**src/rtl/axil_reg_bridge.sv**
```systemverilog
// axil_reg_bridge: AXI4-Lite slave to single-outstanding register bus; AXIL_REG_BRIDGE_TIMEOUT_EN adds a reg_ack timeout.
module axil_reg_bridge #(
  parameter int AXI_AWIDTH     = 12,
  parameter int AXI_DWIDTH     = 32,
  parameter int ADDR_LIMIT     = 4096,
  parameter int TIMEOUT_CYCLES = 255
) (
  input  logic                    clk,
  input  logic                    reset,
  input  logic [AXI_AWIDTH-1:0]   AWADDR,
  input  logic                    AWVALID,
  input  logic [2:0]              AWPROT,
  output logic                    AWREADY,
  input  logic [AXI_DWIDTH-1:0]   WDATA,
  input  logic [AXI_DWIDTH/8-1:0] WSTRB,
  input  logic                    WVALID,
  output logic                    WREADY,
  output logic [1:0]              BRESP,
  output logic                    BVALID,
  input  logic                    BREADY,
  input  logic [AXI_AWIDTH-1:0]   ARADDR,
  input  logic                    ARVALID,
  input  logic [2:0]              ARPROT,
  output logic                    ARREADY,
  output logic [AXI_DWIDTH-1:0]   RDATA,
  output logic [1:0]              RRESP,
  output logic                    RVALID,
  input  logic                    RREADY,
  output logic                    reg_req,
  output logic                    reg_we,
  output logic [AXI_AWIDTH-1:0]   reg_addr,
  output logic [AXI_DWIDTH-1:0]   reg_wdata,
  output logic [AXI_DWIDTH/8-1:0] reg_wstrb,
  input  logic                    reg_ack,
  input  logic [AXI_DWIDTH-1:0]   reg_rdata
);
  localparam int SW = AXI_DWIDTH / 8;
  localparam logic [AXI_AWIDTH-1:0] AMASK = ~AXI_AWIDTH'(SW - 1);
  // limit clamped to the address space so the compare never truncates
  localparam logic [AXI_AWIDTH:0] LIMIT = (ADDR_LIMIT >= (1 << AXI_AWIDTH)) ?
    (AXI_AWIDTH+1)'(1 << AXI_AWIDTH) : (AXI_AWIDTH+1)'(ADDR_LIMIT);
  typedef enum logic [2:0] {IDLE, WR_REQ, RD_REQ, WR_RESP, RD_RESP} state_t;
  state_t                  r_state, w_state;
  logic                    r_awready, w_awready, r_arready, w_arready;
  logic                    r_bvalid, w_bvalid, r_rvalid, w_rvalid;
  logic [1:0]              r_bresp, w_bresp, r_rresp, w_rresp;
  logic [AXI_DWIDTH-1:0]   r_rdata, w_rdata, r_wdata, w_wdata;
  logic                    r_req, w_req, r_we, w_we, r_last_wr, w_last_wr;
  logic [AXI_AWIDTH-1:0]   r_addr, w_addr;
  logic [SW-1:0]           r_wstrb, w_wstrb;
  logic                    w_aw_ok, w_ar_ok, w_to, w_unused;
  assign w_aw_ok = {1'b0, AWADDR} < LIMIT;
  assign w_ar_ok = {1'b0, ARADDR} < LIMIT;
`ifdef AXIL_REG_BRIDGE_TIMEOUT_EN
  logic [15:0] r_cnt;
  assign w_to = r_cnt == 16'(TIMEOUT_CYCLES - 1);
  assign w_unused = ^{AWPROT, ARPROT};
  always_ff @(posedge clk)
    if (reset || w_state != r_state || (r_state != WR_REQ && r_state != RD_REQ)) r_cnt <= '0;
    else r_cnt <= r_cnt + 1'b1;
`else
  assign w_to = 1'b0;
  assign w_unused = ^{AWPROT, ARPROT, 16'(TIMEOUT_CYCLES)};
`endif
  always_comb begin
    w_state   = r_state;
    w_awready = 1'b0;
    w_arready = 1'b0;
    w_bvalid  = r_bvalid;
    w_bresp   = r_bresp;
    w_rvalid  = r_rvalid;
    w_rresp   = r_rresp;
    w_rdata   = r_rdata;
    w_req     = r_req;
    w_we      = r_we;
    w_addr    = r_addr;
    w_wdata   = r_wdata;
    w_wstrb   = r_wstrb;
    w_last_wr = r_last_wr;
    case (r_state)
      IDLE:
        if (r_awready && AWVALID && WVALID) begin
          w_we     = 1'b1;
          w_addr   = AWADDR & AMASK;
          w_wdata  = WDATA;
          w_wstrb  = WSTRB;
          w_req    = w_aw_ok;
          w_state  = w_aw_ok ? WR_REQ : WR_RESP;
          w_bvalid = !w_aw_ok;
          w_bresp  = w_aw_ok ? 2'b00 : 2'b10;
        end else if (r_arready && ARVALID) begin
          w_we     = 1'b0;
          w_addr   = ARADDR & AMASK;
          w_req    = w_ar_ok;
          w_state  = w_ar_ok ? RD_REQ : RD_RESP;
          w_rvalid = !w_ar_ok;
          w_rresp  = w_ar_ok ? 2'b00 : 2'b10;
          w_rdata  = '0;
        end else if (!r_awready && !r_arready) begin
          // round-robin: a read beats a write only when the last grant was a write
          if (AWVALID && WVALID && !(ARVALID && r_last_wr)) begin
            w_awready = 1'b1;
            w_last_wr = 1'b1;
          end else if (ARVALID) begin
            w_arready = 1'b1;
            w_last_wr = 1'b0;
          end
        end
      WR_REQ:
        if (reg_ack || w_to) begin
          w_req    = 1'b0;
          w_state  = WR_RESP;
          w_bvalid = 1'b1;
          w_bresp  = reg_ack ? 2'b00 : 2'b10;
        end
      RD_REQ:
        if (reg_ack || w_to) begin
          w_req    = 1'b0;
          w_state  = RD_RESP;
          w_rvalid = 1'b1;
          w_rresp  = reg_ack ? 2'b00 : 2'b10;
          w_rdata  = reg_ack ? reg_rdata : '0;
        end
      WR_RESP:
        if (BREADY) begin
          w_bvalid = 1'b0;
          w_state  = IDLE;
        end
      RD_RESP:
        if (RREADY) begin
          w_rvalid = 1'b0;
          w_state  = IDLE;
        end
      default: w_state = IDLE;
    endcase
  end
  always_ff @(posedge clk)
    if (reset) begin
      r_state   <= IDLE;
      r_awready <= 1'b0;
      r_arready <= 1'b0;
      r_bvalid  <= 1'b0;
      r_bresp   <= 2'b00;
      r_rvalid  <= 1'b0;
      r_rresp   <= 2'b00;
      r_rdata   <= '0;
      r_req     <= 1'b0;
      r_we      <= 1'b0;
      r_addr    <= '0;
      r_wdata   <= '0;
      r_wstrb   <= '0;
      r_last_wr <= 1'b0;
    end else begin
      r_state   <= w_state;
      r_awready <= w_awready;
      r_arready <= w_arready;
      r_bvalid  <= w_bvalid;
      r_bresp   <= w_bresp;
      r_rvalid  <= w_rvalid;
      r_rresp   <= w_rresp;
      r_rdata   <= w_rdata;
      r_req     <= w_req;
      r_we      <= w_we;
      r_addr    <= w_addr;
      r_wdata   <= w_wdata;
      r_wstrb   <= w_wstrb;
      r_last_wr <= w_last_wr;
    end
  assign AWREADY   = r_awready;
  assign WREADY    = r_awready;
  assign ARREADY   = r_arready;
  assign BVALID    = r_bvalid;
  assign BRESP     = r_bresp;
  assign RVALID    = r_rvalid;
  assign RRESP     = r_rresp;
  assign RDATA     = r_rdata;
  assign reg_req   = r_req;
  assign reg_we    = r_we;
  assign reg_addr  = r_addr;
  assign reg_wdata = r_wdata;
  assign reg_wstrb = r_wstrb;
endmodule

```
**config.mk**
```make
export PLATFORM = sky130hd
export DESIGN_NAME = axil_reg_bridge
export DESIGN_NICKNAME = d
export VERILOG_FILES = /design/src/rtl/axil_reg_bridge.sv
export SDC_FILE = /design/constraint.sdc
export NUM_CORES = 1
export LEC_CHECK = 0
export CAP_MARGIN = 25
export CORE_MARGIN = 3
export CORE_UTILIZATION = 39
export CTS_CLUSTER_DIAMETER = 150
export CTS_CLUSTER_SIZE = 20
export DETAILED_ROUTE_END_ITERATION = 6
export GPL_ROUTABILITY_DRIVEN = 0
export HOLD_SLACK_MARGIN = 0.12
export PLACE_DENSITY = 0.84
export SLEW_MARGIN = 30
export SYNTH_ARGS = -nofsm -noshare
export SYNTH_HDL_FRONTEND = slang
export SYNTH_SLANG_ARGS = --single-unit
```
**constraint.sdc**
```tcl
create_clock -name clk -period 2.4 [get_ports clk]
set_clock_uncertainty 0.15 [all_clocks]
set_input_delay 0.48 -clock clk [delete_from_list [all_inputs] [get_ports clk]]
set_output_delay 0.48 -clock clk [all_outputs]
set_load 0.01 [all_outputs]
```
Yosys cells after proc, flatten, opt, wreduce, memory -nomap -nowiden --
Index checks and enable logic that the tools add are counted.
Cells by class: eq/ne operators 13, multiplexer cells 36, bitwise logic cells 4, reduce and logical (&&, ||, !) cells 30
Operators by type and width (count):
- $mux W32 | 3
- $pmux W32 S2 | 1
- $mux W12 | 2
- $mux W3 | 6
- $pmux W3 S5 | 1
- $reduce_and A5 Y1 | 3
- $mux W1 | 14
- $ne A2 B2 Y1 const B | 7
- $reduce_bool A2 Y1 | 5
- $mux W2 | 4
- $pmux W2 S2 | 2
- $reduce_and A4 Y1 | 2
- $logic_and A1 B1 Y1 | 7
- $eq A3 B2 Y1 const B | 2
- $pmux W1 S3 | 2
- $reduce_and A3 Y1 | 2
- $reduce_bool A3 Y1 | 2
- $reduce_or A6 Y1 | 1
- $reduce_or A5 Y1 | 1
- $not A1 Y1 | 4
- $reduce_and A2 Y1 | 2
- $eq A3 B1 Y1 const B | 1
- $eq A3 B3 Y1 const B | 1
- $logic_not A1 Y1 | 3
- other kinds (5) | 5
Storage, ports and cells: bits in registers 94, bits of input ports 106, output and inout bits 91, logic and storage cells 97

Depth between registers and ports, before layout --
Gate-level depths: netlist of the first run.
depth in word-level cells 5, mapped depth 7, mapped depth without buffers 4

Worst setup path after synthesis of the first run --
OpenSTA, ideal clock, no wires.
kind input-to-reg, from in reset, to reg r_rdata[10], in the netlist RDATA[10], setup time 0.120 ns, arrival 1.471 ns, data required time 2.130 ns, path slack 0.659 ns, stages on the path 7, path buffers 3, path through clkbuf_1 > inv_2 > and3_1 > buf_2 > clkbuf_1 > nand2_1 > mux2i_1
RTL lines:
- start: declaration | RTL line 9 | input logic reset,
- end signal: assignment | RTL line 161 | r_rdata <= w_rdata;
- end: declaration | RTL line 47 | logic [AXI_DWIDTH-1:0] r_rdata, w_rdata, r_wdata, w_wdata;

Worst setup path in the final report of the first run --
from in WVALID, to reg r_wdata[6], in the netlist reg_wdata[6]
On the way: longest elaborated chain between the ends 2
Ends and longest elaborated chain:
- start: declaration | RTL line 16 | input logic WVALID,
- $logic_and A1 B1 Y1 | RTL line 82 | if (r_awready && AWVALID && WVALID) begin
- $reduce_and A2 Y1 (no source line)
- end signal: assignment | RTL line 165 | r_wdata <= w_wdata;
- end: declaration | RTL line 47
No other way between the ends. A chain may end at the register's enable or synchronous reset.

==> results.md, run 1 <==
- Reg-to-reg slack, setup: 520 ps
- Number of hold-slack violations in the final timing report: 0
- Min Hold Slack: 306 ps
- CTS tree: built
- Via Count: 3494
- Top_reg_cell synth: dfxtp_1
- Register bit total from synthesis: 88
- ANT nets after route: 0
- Cell taking the most area after synthesis: dfxtp_1
- Clock sinks: 88
- Yosys top cell area share: 49.7%
- Seq/Total Area, Yosys: 49.7%
- Die Wd: 101 µm
- Worst Hold Class: reg -> reg
- Avg Vias per Cell: 4.93
- PwrDens: 680 nW/µm²
- 1st-pass router iterations: 4
- DRC: 0
- Critical Path AT: 2070 ps
- Worst setup SP type: input pin
- Min setup slack post-route: 430 ps
- Post-route setup TNS: 0 ps
- Slowest Stage Delay on Critical Path: 460 ps
- Dpl hpwl: 7330 µm
- Place WS: 109 ps
- Unique masters post-synth: 37
- Most common cell in the netlist: nand2_1
- Most frequent cells after synthesis: nand2_1, dfxtp_1, a21oi_1, mux2i_1, clkbuf_1
- Post-CTS Setup Inserts: 0
- Clock-pin slew on the worst setup and hold paths: 80 ps
- Ys async rst share: 0%
- Num CTS Buffers: 9
- Initial antenna violation count: 0
- CP Class: in -> reg
- Overflow after GRT: 0
- Yosys warns: 0
- Post-synth EDFFs: 0
- Initial drt markers: 107
- Most common cell on crit path: buf_4
- Final Critical Period: 1970 ps
- PostCTS Resize Cnt: 0
- Worst path cell trace: clkdlybuf4s50_1 -> and3_1 -> buf_4 -> nand3_1 -> buf_4 -> nand2_1 -> a21oi_1
- Final setup violating endpoints: 0
- VDD IR max: 0.370 mV
- CP Capture Type: flip-flop
- FF+latch area: 1760 µm²
- Pins Over Slew Limit: 0
- Slew @ Worst Pin: 544 ps
- Area of the multi-input gates: 1580 µm²
- Syn_area_per_cell: 8.31 µm²
- Total GRT Usage: 18.7%
- Leak: 0.00214 µW
- NumNets Final: 702
- Layout cells sized above 1: 5.66%
- Max Cap Violations: 0
- Wire per inst: 14.0 µm
- Synthesis-to-layout area growth: 58.4%
- Post-synthesis cell count: 427
- RSZ-0062 raised after global routing: false
- Die area: 10300 µm²
- Fillers: 742
- Routed wire length: 9920 µm
- IO buf count: 180
- Crit-path slowest cell: clkdlybuf4s50_1
- Skew-Pair Late Insertion Delay: 330 ps
- Critical path required time: 2500 ps
- Number of global-route vias before repair: 3310
- Antenna diodes: 0
- Worst-path fanout max: 37
- Status: completed
- Core ar.: 8760 µm²
- Final worst path period share: 82.1%
- Rows: 34
- FMAX: 508 MHz
- Root Buffer: clkbuf_8
- CTS max path bufs: 2
- Ranking of synthesized cells by area: dfxtp_1, nand2_1, mux2i_1
- Vert. Die Dim: 101 µm
- Largest net degree at the start of global routing: 54
- First-pass GRT wire length: 15700 µm
- Post-Synthesis Cell Area: 3550 µm²
- Max transition margin: 63.7%
- H-tree depth: 3
- Starting density of the core: 40.5%
- Final core occ: 64.1%
- Hold Buf Count CTS: 0
- IO Pins: 197
critical path, delay by kind of cell:
kind / cells / cell delay (ps)
AOI/OAI and AO/OA: 1 / 180
buffers and inverters: 3 / 990
and+or+nand+nor: 3 / 410
flip-flops by register name (all words and copies together), names as in the netlist:
register,flops
ARREADY,1
AWREADY,1
BVALID,1
RDATA,32
RVALID,1
r_last_wr,1
r_state,3
reg_addr,10
reg_req,1
reg_wdata,32
reg_we,1
reg_wstrb,4
placed cells by master, fill, tap and decap left out, types with 4 or more instances in the layout:
| cell type | instances |
|---|---|
| nor2_1 | 15 |
| buf_4 | 8 |
| mux2i_1 | 34 |
| a21oi_1 | 40 |
| a311oi_1 | 10 |
| clkbuf_8 | 11 |
| clkdlybuf4s50_1 | 179 |
| dfxtp_1 | 88 |
| nand2_1 | 165 |
| conb_1 | 6 |
| inv_1 | 4 |
layout make-up:
class / count / share of cell area (%)
inverter: 5 / 0.334
tap: 108 / 2.40
clock buffer: 11 / 2.69
clock inverter: 5 / 1.40
sequential: 88 / 31.3
multi-input combinational: 302 / 28.1
timing repair buffer: 190 / 33.7
power breakdown:
part           switching, µW  internal [µW]  total [µW]
combinational            487            552        1040
clock                    491            642        1130
sequential              90.8           1560        1650
total                   1070           2750        3820
worst paths after layout:
check	endpoint	start	cells after the start
worst max-delay path	reg_wdata[6]	WVALID	7
worst min-delay path	reg_wdata[21]	reg_wdata[21]	2
worst max register to register	reg_addr[8]	r_state[1]	5
worst min register to register	reg_wdata[21]	reg_wdata[21]	2
cell families (layout without fill, tap and decap cells):
group | count (synthesis) | after routing | synth area share, %
AOI/OAI and AO/OA | 65 | 65 | 11.5
xor gates and xnor gates | 1 | 1 | 0.247
buffers and inverters | 42 | 211 | 6.38
DFF | 88 | 88 | 49.7
muxes | 34 | 34 | 9.59
other | 1 | 6 | 0.106
and+or+nand+nor | 196 | 196 | 22.5
layer usage:
layer,wire length (µm),global-route usage [%]
met1,4040,22.2
met2,4710,32.1
met3,1060,6.47
met4,112,5.21
met5,0,0
per-stage QoR:
| stage | cell area, µm² | instances | total power, µW |
|---|---|---|---|
| global route | 5620 | 709 | 4040 |
| detailed placement | 5390 | 693 | 2720 |
| global placement | 5390 | 693 | 2690 |
| floorplan | 3570 | 432 | 2310 |
| finish | 5620 | 709 | 3820 |
| CTS | 5620 | 709 | 3870 |
No activity file was read; power rests on OpenSTA's default activity.
==> inputs of run 2 (changes only) <==
--- a/config.mk
+++ b/config.mk
@@ -7,13 +7,13 @@
 export LEC_CHECK = 0
 export CAP_MARGIN = 25
 export CORE_MARGIN = 3
-export CORE_UTILIZATION = 39
+export CORE_UTILIZATION = 35
 export CTS_CLUSTER_DIAMETER = 150
 export CTS_CLUSTER_SIZE = 20
 export DETAILED_ROUTE_END_ITERATION = 6
 export GPL_ROUTABILITY_DRIVEN = 0
 export HOLD_SLACK_MARGIN = 0.12
-export PLACE_DENSITY = 0.84
+export PLACE_DENSITY = 0.8
 export SLEW_MARGIN = 30
 export SYNTH_ARGS = -nofsm -noshare
 export SYNTH_HDL_FRONTEND = slang
==> constraint.sdc (replaced) <==
create_clock -name clk -period 1.7 [get_ports clk]
set_clock_uncertainty 0.15 [all_clocks]
set_input_delay 0.34 -clock clk [delete_from_list [all_inputs] [get_ports clk]]
set_output_delay 0.34 -clock clk [all_outputs]
set_load 0.01 [all_outputs]
==> results.md, run 2 (same netlist as run 1, synthesis figures left out) <==
- CTS max path bufs: 2
- CTS tree: built
- Rows: 36
- Routed wire length: 10300 µm
- Worst setup SP type: flip-flop
- Die area: 11400 µm²
- Place WS: -393 ps
- Post-route setup TNS: 0 ps
- Core ar.: 9820 µm²
- Initial drt markers: 140
- Synthesis-to-layout area growth: 63.1%
- DRC: 0
- Status: completed
- Dpl hpwl: 7620 µm
- Largest net degree at the start of global routing: 54
- PwrDens: 950 nW/µm²
- Antenna diodes: 0
- Overflow after GRT: 0
- VDD IR max: 0.413 mV
- Post-CTS Setup Inserts: 0
- Clock sinks: 88
- H-tree depth: 3
- Number of global-route vias before repair: 3395
- Slowest Stage Delay on Critical Path: 440 ps
- Min setup slack post-route: 45.0 ps
- Leak: 0.00265 µW
- Layout cells sized above 1: 9.24%
- Final worst path period share: 97.4%
- Pins Over Slew Limit: 0
- Worst Hold Class: reg -> reg
- FMAX: 604 MHz
- Crit-path slowest cell: or3_4
- Commonest non-fill, non-tap cell in the layout: nand2_1
- RSZ-0062 raised after global routing: true
- Wire per inst: 13.7 µm
- Total GRT Usage: 17.3%
- CP Capture Type: flip-flop
- ANT nets after route: 0
- Num CTS Buffers: 9
- Worst path cell trace: or3_4 -> or3_4 -> o221a_1
- 1st-pass router iterations: 4
- Most common cell on crit path: or3_4
- IO buf count: 180
- Critical Path AT: 1740 ps
- Via Count: 3542
- Die Wd: 107 µm
- Starting density of the core: 36.1%
- Final setup violating endpoints: 0
- Clock-pin slew on the worst setup and hold paths: 80 ps
- Max Cap Violations: 0
- Most frequent cells in the layout: nand2_1, clkdlybuf4s50_1, dfxtp_1, dlygate4sd2_1, a21oi_1
- Vert. Die Dim: 107 µm
- CP Buf/Inv Count: 0
- Top delay family on crit path: simple AND/OR/NAND/NOR gates
- First-pass GRT wire length: 16000 µm
- Hold Buf Count CTS: 0
- Number of hold-slack violations in the final timing report: 0
- Avg Vias per Cell: 4.72
- Root Buffer: clkbuf_8
- Initial antenna violation count: 0
- IO Pins: 197
- CP Class: reg -> reg
- NumNets Final: 719
- Critical path required time: 1790 ps
- Skew-Pair Late Insertion Delay: 340 ps
- Final Critical Period: 1650 ps
- Worst-path fanout max: 5
- Fillers: 902
run 2: cell count changes in the layout (fill, tap and decap cells not counted), moves of 5 or more:
cell and delta:
buf_12 +5, clkdlybuf4s50_1 -85, buf_4 +11, dlygate4sd2_1 +85
run 2: power by group:
part | total, µW | leakage (µW) | switching (µW) | internal, µW
registers | 2270 | 0.000711 | 70.6 | 2200
clock network | 1580 | 0.000112 | 681 | 899
logic | 1650 | 0.00183 | 806 | 841
run 2: per-layer routing:
metal	up-vias	global-route usage [%]	share of wire (%)	routed length, µm
met5	-	0	0	0
li1	1772	-	-	-
met4	0	6.48	1.6	164
met3	13	5.48	9.4	973
met1	1615	20.3	41	4190
met2	142	29.4	48	4980
run 2: worst paths after layout:
kind | from | endpoint | slack (ps) | depth (start not counted)
max | r_state[1] | r_last_wr | 50 | 3
min | reg_wdata[14] | reg_wdata[14] | 300 | 2
min reg2reg | reg_wdata[14] | reg_wdata[14] | 300 | 2
max reg2reg | r_state[1] | r_last_wr | 50 | 3
run 2: worst register-to-register path, stage by stage, from the launching register on:
cell and delay [ps]:
dfxtp_1 320, or3_4 440, or3_4 370, o221a_1 270
run 2: repair_timing:
action / in CTS / in global routing
resized for setup: 86 / 8
setup endpoints to repair: 110 / 40
pin swaps: 0 / 2
gates cloned: 0 / 1
run 2: through the flow:
stage / utilization, % / total power, µW / hold slack [ps] / std cells / instance area (µm²)
floorplan: - / 3260 / 326 / 432 / 3570
global placement: 57.1 / 3910 / 292 / 734 / 5600
detailed placement: 57.1 / 3950 / 297 / 734 / 5600
CTS: 58.3 / 5470 / 296 / 749 / 5720
global route: 58.9 / 5770 / 312 / 750 / 5790
finish: 58.9 / 5500 / 303 / 750 / 5790
run 2: layout make-up:
cell class | count | area, µm² | share of cell area (%)
multi-input cells | 302 | 1620 | 28.0
clock inverters | 3 | 65.1 | 1.12
clock buffers | 12 | 155 | 2.68
repair buffers | 207 | 2000 | 34.5
inverters | 5 | 18.8 | 0.324
well taps | 133 | 166 | 2.88
flip-flops and latches | 88 | 1760 | 30.4
==> inputs of run 3 (changes only) <==
--- a/config.mk
+++ b/config.mk
@@ -5,8 +5,8 @@
 export SDC_FILE = /design/constraint.sdc
 export NUM_CORES = 1
 export LEC_CHECK = 0
+export ABC_AREA = 0
 export CAP_MARGIN = 25
-export CORE_MARGIN = 3
 export CORE_UTILIZATION = 35
 export CTS_CLUSTER_DIAMETER = 150
 export CTS_CLUSTER_SIZE = 20
==> results.md, run 3 (same netlist as run 1, synthesis figures left out) <==
- IO buf count: 180
- Largest net degree at the start of global routing: 54
- PwrDens: 937 nW/µm²
- Sequential Power Share: 42.2%
- CP Buf/Inv Count: 0
- CTS tree: built
- CP Class: reg -> reg
- Root Buffer: clkbuf_8
- WP depth: 3
- Hold Buf Count CTS: 0
- Slowest Stage Delay on Critical Path: 430 ps
- Place WS: -370 ps
- Dpl hpwl: 7270 µm
- Avg Vias per Cell: 4.71
- Max Cap Violations: 0
- Internal power: 3840 µW
- RSZ-0062 raised after global routing: true
- Min setup slack post-route: 6.72 ps
- R2R cell count: 3
- Vert. Die Dim: 103 µm
- Leak: 0.00265 µW
- Final setup violating endpoints: 0
- CTS max path bufs: 2
- H-tree depth: 3
- Total GRT Usage: 18.6%
- Clock-pin slew on the worst setup and hold paths: 80 ps
- NetSw: 1540 µW
- Crit-path slowest cell: or3_4
- Comb pwr share: 30.0%
- Starting density of the core: 36.1%
- Critical path required time: 1790 ps
- Die area: 10500 µm²
- Worst Hold Class: in -> reg
- Most common cell on crit path: or3_4
- ANT nets after route: 0
- Final Critical Period: 1690 ps
- Final core occ: 58.5%
- Clock sinks: 88
- Routed wire length: 9870 µm
- Worst-path fanout max: 5
- Wire per inst: 13.2 µm
- Critical Path AT: 1780 ps
- Worst setup SP type: flip-flop
- Initial drt markers: 105
- VDD IR max: 0.491 mV
- First-pass GRT wire length: 15100 µm
- 1st-pass router iterations: 5
- Die Wd: 103 µm
- Sw frac: 28.6%
- IO Pins: 197
- Final worst path period share: 99.6%
- Commonest non-fill, non-tap cell in the layout: nand2_1
- Placed Cells: 733
- Pins Over Slew Limit: 0
- Synthesis-to-layout area growth: 61.8%
- Antenna diodes: 0
- Worst path cell trace: or3_4 -> or3_4 -> o221a_1
- FMAX: 591 MHz
- Top delay family on crit path: simple AND/OR/NAND/NOR gates
- Initial antenna violation count: 0
- Status: completed
- Skew-Pair Late Insertion Delay: 350 ps
- Via Count: 3533
- Hold depth: 4
- Core ar.: 9820 µm²
- Number of hold-slack violations in the final timing report: 0
- NumNets Final: 719
- Rows: 36
- CP Capture Type: flip-flop
- Overflow after GRT: 0
- DRC: 0
- Most frequent cells in the layout: nand2_1, clkdlybuf4s50_1, dfxtp_1, dlygate4sd2_1, a21oi_1
- Post-Layout Cell Count: 750
- Layout cells sized above 1: 9.08%
- Clk network pwr share: 27.8%
- Number of global-route vias before repair: 3389
- Num CTS Buffers: 9
-- run 3: worst min-delay path, stage by stage --
cell	delay (ps)
buf_2	120
inv_2	90
nand2_1	80
mux2i_1	60
-- run 3: layout make-up --
class	count	area [µm²]
Fill cell	903	4080
Clock inverter	4	70.1
Multi-Input combinational cell	302	1620
Tap cell	133	166
Clock buffer	11	131
Sequential cell	88	1760
Timing Repair Buffer	207	1970
Inverter	5	18.8
-- run 3: what timing repair did --
item                       CTS  global route
setup endpoints to repair   88            69
pin swaps                    0             6
cloned                       0             0
buffers inserted             0             2
gates resized for setup     87             8
-- run 3: power groups by stage --
stage,clock (µW),combinational [µW],sequential [µW]
global route,1640,1760,2290
finish,1500,1610,2270
CTS,1560,1580,2270
detailed placement,0,1630,2320
global placement,0,1600,2310
floorplan,0,886,2370
-- run 3: final timing paths --
path | from | to | slack, ps
min | reset | r_state[2] | 230
min reg2reg | reg_wdata[1] | reg_wdata[1] | 300
max | r_state[0] | r_last_wr | 7
max reg2reg | r_state[0] | r_last_wr | 7
-- run 3: stage by stage --
stage | total power, µW | area (µm²) | setup TNS, ps | hold slack (ps)
after CTS | 5410 | 5690 | 0 | 215
final | 5380 | 5740 | 0 | 234
after global placement | 3910 | 5580 | -24830 | 291
after floorplan | 3260 | 3570 | 0 | 326
after global routing | 5680 | 5740 | -152 | 232
after detailed placement | 3950 | 5580 | -26330 | 296
-- run 3: routing by layer --
layer / global-route usage [%] / part of all wire, % / vias up
li1: - / - / 1769
met1: 18.7 / 39 / 1611
met2: 33.6 / 49 / 143
met3: 7.80 / 10 / 10
met4: 7.58 / 1.2 / 0
met5: 0 / 0 / -
